--- src/rtl/mem_responder.sv ---
// ---------------------------------------------------------------------------
// mem_responder
// Single-port memory that answers CPU core accesses with a fixed number of
// wait states followed by a one-cycle ack pulse. After the ack the block
// waits in HOLD until the core drops its request, so accesses never overlap.
//
// Ports
//   clk_i    : clock, all state changes on the rising edge
//   rst_ni   : synchronous active-low reset
//   req_i    : access request, held high by the core until ack is seen
//   we_i     : 1 = write, 0 = read (qualified by req_i)
//   addr_i   : word address (qualified by req_i)
//   wdata_i  : write data (qualified by req_i and we_i)
//   ack_o    : single-cycle completion pulse
//   rdata_o  : read data, meaningful while ack_o is high for a read
//   err_o    : out-of-range access flag, meaningful while ack_o is high
//   busy_o   : high from acceptance until the FSM is back in IDLE
// ---------------------------------------------------------------------------
module mem_responder #(
  parameter int DATA_W      = 8,
  parameter int ADDR_W      = 8,
  parameter int DEPTH       = 128,
  parameter int WAIT_CYCLES = 2
) (
  input  logic              clk_i,
  input  logic              rst_ni,
  input  logic              req_i,
  input  logic              we_i,
  input  logic [ADDR_W-1:0] addr_i,
  input  logic [DATA_W-1:0] wdata_i,
  output logic              ack_o,
  output logic [DATA_W-1:0] rdata_o,
  output logic              err_o,
  output logic              busy_o
);

  localparam int IdxW = (DEPTH > 1) ? $clog2(DEPTH) : 1;
  localparam logic [3:0] WaitInit = 4'(WAIT_CYCLES);
  localparam logic [ADDR_W:0] DepthVal = (ADDR_W + 1)'(DEPTH);

  typedef enum logic [1:0] {
    IDLE,
    WAIT,
    ACK,
    HOLD
  } state_t;

  state_t            state_q, state_d;
  logic [3:0]        waitCnt_q, waitCnt_d;
  logic [ADDR_W-1:0] addr_q;
  logic              we_q;
  logic [DATA_W-1:0] wdata_q;
  logic [DATA_W-1:0] rdata_q;
  logic              err_q;

  logic [DATA_W-1:0] mem [DEPTH];

  logic              enterAck;
  logic [ADDR_W-1:0] accAddr;
  logic              accWe;
  logic [DATA_W-1:0] accWdata;
  logic              inRange;
  logic [IdxW-1:0]   memIdx;

  // With zero wait states the access completes on the acceptance edge
  // itself, before the latched copies exist, so the live inputs are used
  // while in IDLE and the latched copies everywhere else.
  always_comb begin
    accAddr  = addr_q;
    accWe    = we_q;
    accWdata = wdata_q;
    if (state_q == IDLE) begin
      accAddr  = addr_i;
      accWe    = we_i;
      accWdata = wdata_i;
    end
    inRange = ({1'b0, accAddr} < DepthVal);
    memIdx  = accAddr[IdxW-1:0];
  end

  // Next-state logic. enterAck marks the edge on which the memory access
  // actually happens (write commit / read capture).
  always_comb begin
    state_d   = state_q;
    waitCnt_d = waitCnt_q;
    enterAck  = 1'b0;
    unique case (state_q)
      IDLE: begin
        if (req_i) begin
          waitCnt_d = WaitInit;
          if (WAIT_CYCLES == 0) begin
            state_d  = ACK;
            enterAck = 1'b1;
          end else begin
            state_d = WAIT;
          end
        end
      end
      WAIT: begin
        waitCnt_d = waitCnt_q - 4'd1;
        if (waitCnt_q == 4'd1) begin
          state_d  = ACK;
          enterAck = 1'b1;
        end
      end
      ACK: begin
        state_d = HOLD;
      end
      HOLD: begin
        if (!req_i) begin
          state_d = IDLE;
        end
      end
      default: begin
        state_d = IDLE;
      end
    endcase
  end

  // State, wait counter and response registers. Reset aborts any access in
  // flight; rdata is cleared here but memory contents are left alone.
  always_ff @(posedge clk_i) begin
    if (!rst_ni) begin
      state_q   <= IDLE;
      waitCnt_q <= 4'd0;
      rdata_q   <= '0;
      err_q     <= 1'b0;
    end else begin
      state_q   <= state_d;
      waitCnt_q <= waitCnt_d;
      if (enterAck) begin
        err_q <= !inRange;
        if (!accWe) begin
          rdata_q <= inRange ? mem[memIdx] : '0;
        end
      end
    end
  end

  // Request capture on acceptance; later changes on the bus are ignored
  // because these only load while IDLE.
  always_ff @(posedge clk_i) begin
    if (!rst_ni) begin
      addr_q  <= '0;
      we_q    <= 1'b0;
      wdata_q <= '0;
    end else if (state_q == IDLE && req_i) begin
      addr_q  <= addr_i;
      we_q    <= we_i;
      wdata_q <= wdata_i;
    end
  end

  // Memory array, never reset. The write is gated by rst_ni so an access
  // aborted on the same edge can never commit.
  always_ff @(posedge clk_i) begin
    if (rst_ni && enterAck && accWe && inRange) begin
      mem[memIdx] <= accWdata;
    end
  end

  // err is only reported during the ack pulse.
  always_comb begin
    ack_o   = (state_q == ACK);
    err_o   = (state_q == ACK) && err_q;
    rdata_o = rdata_q;
    busy_o  = (state_q != IDLE);
  end

endmodule

--- config.mk ---
export PLATFORM = sky130hd
export DESIGN_NAME = mem_responder
export DESIGN_NICKNAME = d
export VERILOG_FILES = /design/src/rtl/mem_responder.sv
export SDC_FILE = /design/constraint.sdc
export NUM_CORES = 1
export LEC_CHECK = 0
export ABC_AREA = 1
export BUFFER_PORTS_ARGS = -buffer_cell sky130_fd_sc_hd__buf_2
export CAP_MARGIN = 20
export CORE_ASPECT_RATIO = 1.75
export CORE_MARGIN = 2
export CORE_UTILIZATION = 30
export CTS_BUF_LIST = sky130_fd_sc_hd__clkbuf_8
export DETAILED_ROUTE_END_ITERATION = 8
export GPL_ROUTABILITY_DRIVEN = 1
export PLACE_DENSITY = 0.45
export SLEW_MARGIN = 15
export SYNTH_ARGS = -nofsm -noshare
export SYNTH_HDL_FRONTEND = slang
export SYNTH_SLANG_ARGS = --single-unit
export TNS_END_PERCENT = 20
--- constraint.sdc ---
create_clock -name clk_i -period 8.22 [get_ports clk_i]
set_input_delay 2.466 -clock clk_i [delete_from_list [all_inputs] [get_ports clk_i]]
set_output_delay 2.466 -clock clk_i [all_outputs]
set_load 0.02 [all_outputs]
Word level (Yosys, flattened, before mapping)
Memory sizes are Yosys's and may differ from the RTL's. Cells that the tools add are included.

Flip-flop bits (word level): 32. RAM bits: 1024. Input port bits: 20. Output and inout bits: 11. Logic and storage cells: 44. Memories kept: 1.

$add $sub $neg: 1. Magnitude comparators: 1. Eq/ne operators: 7. Muxes and demuxes: 14. Bitwise gates (word level): 1. Reduce and logical (&&, ||, !) cells: 12.

Memory list: mem (depth 128, width 8, read ports 1, clocked after Yosys merged registers in 0, write ports 1, line 56) `logic [DATA_W-1:0] mem [DEPTH];`.

Operators with widths (number): $mux 8 (3); $lt 8x8->1 const B (1); $pmux 2 s4 (1); $pmux 4 s2 (1); $mux 2 (3); $ne 2x2->1 const B (3); $logic_and 1x1->1 (5); $mux 1 (5); $eq 2x2->1 const B (2); $eq 4x1->1 const B (1); $mux 4 (1); $reduce_and 2->1 (2); $reduce_bool 2->1 (2); $sub 4x1->4 const B (1); $reduce_and 3->1 (1); $eq 2x1->1 const B (1); $logic_not 2->1 (1); $logic_not 1->1 (1); $not 1->1 (1).

Longest topological paths before layout
Depth after elaboration: 8. Depth in mapped cells: 20. Gate-level depth less buffers: 18.

Worst setup path before layout
No wires, ideal clock.

Path kind: register to register. From: reg state_q[0]. To: mem mem[0][5] (data pin). Library setup time: 1.197 ns. Arrival: 6.230 ns. Required time: 7.023 ns. Setup slack: 0.793 ns. Stages on the path, launching flop included: 7. Buffers on the path: 3. Clock period less this slack: 7.427 ns. Path through: dfxtp_1 > inv_1 > ha_1 > buf_4 > clkbuf_1 > clkbuf_1 > o21ai_0.

Longest elaborated chain between the ends: 2.

RTL lines: start: declaration (line 48) `state_t state_q, state_d;`; start signal: assignment (line 129) `state_q <= state_d;`; $logic_not 2->1 (line 72) `if (state_q == IDLE) begin`; $mux 8 (line 72); net accWdata[5] (line 61) `logic [DATA_W-1:0] accWdata;`; end: declaration (line 56).

The timed path passes the listed nets, and every way through them passes these cells.

Worst setup path in the final report
From: in rst_ni. To: mem mem[98][7] (enable).

Longest elaborated chain between the ends: 5.

RTL lines: start: declaration (line 26) `input logic rst_ni,`; $logic_and 1x1->1 (3 in a row) (line 157) `if (rst_ni && enterAck && accWe && inRange) begin`; $mux 1 (line 157); $mux 1 (implied by the code) (line 158) `mem[memIdx] <= accWdata;`.

Every way passes these cells.

==> out/summary.json <==
{
  "transition_at_the_pin_with_the_smallest_max_transition_slack_ns": 1.10,
  "finalNetCount": 4261,
  "finalCriticalPeriod_ns": 5.31,
  "total_core_area_sq_mm": 0.147,
  "timing.critical_path.from_type": "input port",
  "hp-start": "addr_q[2]$_SDFFE_PN0P_",
  "rr_endpoint": "mem[98][7]$_DFFE_PP_",
  "post_synth_inst_count": 4206,
  "critPathMaxStageDelay_ns": 0.92,
  "worstSetupPathType": "in -> reg",
  "critical_path.reg2reg.startpoint": "state_q[0]$_SDFFE_PN0P_",
  "global_route_wire_length_before_repair_um": 201000,
  "seq_area_frac_synth": 0.708,
  "holdBufCountCts": 0,
  "grt_pass1_vias": 30200,
  "antenna_left": 0,
  "share_of_post_route_cells_with_drive_strength_above_1": 0.0719,
  "timing.critical_path.slowest_stage_cell": "nand3_2",
  "min_path_cells": 2,
  "cap_violations": 0,
  "timing.critical_path.required_ns": 8.69,
  "cts_post_setup_buffers_inserted": 0,
  "fp.dieArea_sq_mm": 0.151,
  "period_share": 0.646,
  "layout.cells.most_common_list": "nand2_1 (1702), edfxtp_1 (1024), inv_1 (358), nor2_1 (332), nand3_1 (276)",
  "worst_clock_skew_ns": 0.0264,
  "place_worst_setup_slack_ns": 1.98,
  "design_power_total_mw": 18.8,
  "chipWidth_um": 295,
  "initial_utilization": 0.302,
  "ff2ff_setup_slack_ns": 3.64,
  "io-pin-count": 31,
  "p_leak_nw": 18.8,
  "finish.utilization": 0.337,
  "vdd.ir_drop.worst_uv": 553,
  "timing.critical_path.arrival_ns": 5.78,
  "ctsRootBufferMaster": "clkbuf_8",
  "r2r_cells": 9,
  "slew_violations": 0,
  "worst_setup_hold_path_clk_slew_ns": 0.06,
  "min-delay-path-class": "reg -> reg",
  "timing.critical_path.fanout_max": 21,
  "syn_to_final_growth_pct": 11.6,
  "finalSetupViolations": 0,
  "report.final.hold_viol_count": 0,
  "wl_per_cell_um": 21.6,
  "tritoncts_clock_tree": "yes",
  "hold_ep": "addr_q[2]$_SDFFE_PN0P_",
  "rsz0062_at_grt": "no",
  "post_drt_via_cell_ratio": 4.62,
  "fin_hold_ws_ns": 0.478,
  "clock_tree.buffer_depth": 3,
  "numPortBuffers": 30,
  "global_route.overflow_total": 0,
  "detail_route.first_pass.iterations": 6,
  "powerDensity_mw_per_mm2": 380,
  "max-slew-margin-rel": 0.265,
  "yosysWarnings": 0,
  "cts.sink_count": 1056,
  "max_clock_freq_mhz": 188,
  "synthesis.area_sq_mm": 0.0443,
  "tritoncts.num_buffers": 155,
  "grt_max_degree": 129,
  "synth.ff_latch_count": 1056,
  "post_synth_num_cell_types": 33,
  "remaining_drc_errors": 0,
  "num_vias": 29200,
  "wl_um": 137000,
  "antenna_found_initial": 1,
  "postSynthAreaPerCell_sq_um": 10.5,
  "cp_cell_sequence": "buf_2, inv_1, nor3_2, nand3_2, nor2_1",
  "placementRows": 186,
  "worst_skew_late_latency_ns": 0.86,
  "cts.htree.levels": 4,
  "gr-usage-all-layers": 0.182,
  "hpwl_um": 80500,
  "die_height_um": 513,
  "fin_tns_setup_ns": 0,
  "routability_congestion_estimate_from_global_placement": 0.813,
  "final_common_cell": "nand2_1",
  "cts_resized": 0,
  "dr.first_iter.drc_count": 1859,
  "endpoint_kind": "flip-flop",
  "syn_nets": 4232,
  "status": "finished clean",
  "finalWorstSetupSlack_ns": 2.91
}
## flip-flops by register name, indices dropped and copies added, names as in the netlist
signal and flops:
addr_q 8, state_q 2, err_q 1, wdata_q 8, waitCnt_q 4, rdata_o 8
mem 1024, we_q 1
## critical path, delay by kind of cell
kind	cells	cell delay, ns
and+or+nand+nor	3	2.55
buffers and inverters	2	0.72
## layout make-up
| cell class | count | area (sq um) |
|---|---|---|
| fill | 15000 | 97400 |
| timing repair buffer | 79 | 681 |
| sequential | 1056 | 31400 |
| antenna | 1 | 2.50 |
| multi-input combinational | 2621 | 10900 |
| tap | 1974 | 2470 |
| clock inverter | 116 | 606 |
| clock buffer | 159 | 2190 |
| inverter | 322 | 1210 |
## cell families (layout without fill, tap and decap cells)
logic type / Yosys count / count (layout) / share of synthesized area
and+or+nand+nor: 2371 / 2371 / 0.212
AOI/OAI and AO/OA: 243 / 243 / 0.0281
other: 0 / 1 / 0
muxes: 1 / 1 / 0.000226
DFF: 1056 / 1056 / 0.708
buffers and inverters: 529 / 676 / 0.0500
adders and majority gates: 6 / 6 / 0.00169
## per-stage QoR
stage          area, sq um  cells
2_1_floorplan        44300   4206
3_3_place_gp         46700   6052
3_5_place_dp         46700   6052
4_1_cts              49500   6327
5_1_grt              49500   6328
6_report             49500   6328
## worst max-delay path by stage
stage	from	slack, ns	depth (start not counted)	to
after detailed placement	rst_ni	1.98	5	mem[122][2]$_DFFE_PP_
after floorplan	state_q[0]$_SDFFE_PN0P_	0.79	6	mem[0][5]$_DFFE_PP_
after global placement	rst_ni	2.15	5	mem[122][5]$_DFFE_PP_
after global routing	rst_ni	2.73	5	mem[98][7]$_DFFE_PP_
after CTS	rst_ni	2.92	5	mem[122][3]$_DFFE_PP_
final	rst_ni	2.91	5	mem[98][7]$_DFFE_PP_
## power by group
part           switching [mW]  leakage [nW]  total, mW  internal, mW
combinational            6.31          7.69       7.97          1.66
sequential             0.0214          9.55       6.79          6.77
clock                    2.11          1.58       4.01          1.90
total                    8.44          18.8       18.8          10.3
## Yosys cell counts
| cell type | number | area (sq um) |
|---|---|---|
| inv_1 | 315 | 1180 |
| nand2_2 | 6 | 37.5 |
| nand4_1 | 33 | 206 |
| buf_2 | 125 | 626 |
| o221ai_1 | 1 | 8.76 |
| mux2i_1 | 1 | 10.0 |
| inv_2 | 6 | 22.5 |
| o21ai_2 | 2 | 17.5 |
| or2_2 | 1 | 6.26 |
| o21ai_0 | 205 | 1030 |
| nand3_1 | 284 | 1420 |
| o21ai_1 | 6 | 30.0 |
| edfxtp_1 | 1024 | 30700 |
| a221o_1 | 1 | 10.0 |
| buf_1 | 8 | 30.0 |
| nor2_4 | 2 | 22.5 |
| nor3_1 | 1 | 5.00 |
| nor2_2 | 3 | 18.8 |
| nand2_1 | 1703 | 6390 |
| ha_1 | 6 | 75.1 |
| clkinv_1 | 1 | 3.75 |
| o31ai_1 | 1 | 7.51 |
| a21oi_1 | 24 | 120 |
| nor2_1 | 333 | 1250 |
| clkbuf_1 | 57 | 214 |
| buf_6 | 3 | 33.8 |
| nand2_4 | 1 | 11.3 |
| dfxtp_1 | 32 | 641 |
| a211oi_1 | 2 | 15.0 |
| a221oi_1 | 1 | 8.76 |
| buf_4 | 14 | 105 |
| nor3_2 | 1 | 10.0 |
| or2_1 | 3 | 18.8 |
## per-layer routing
layer | GRT usage | up-vias | part of all wire
met4 | 0.0644 | 0 | 0.033
met2 | 0.346 | 686 | 0.54
met1 | 0.204 | 14400 | 0.39
met5 | 0 | - | 0
li1 | - | 13900 | -
met3 | 0.0235 | 235 | 0.034
(Power assumes the default switching activity.)
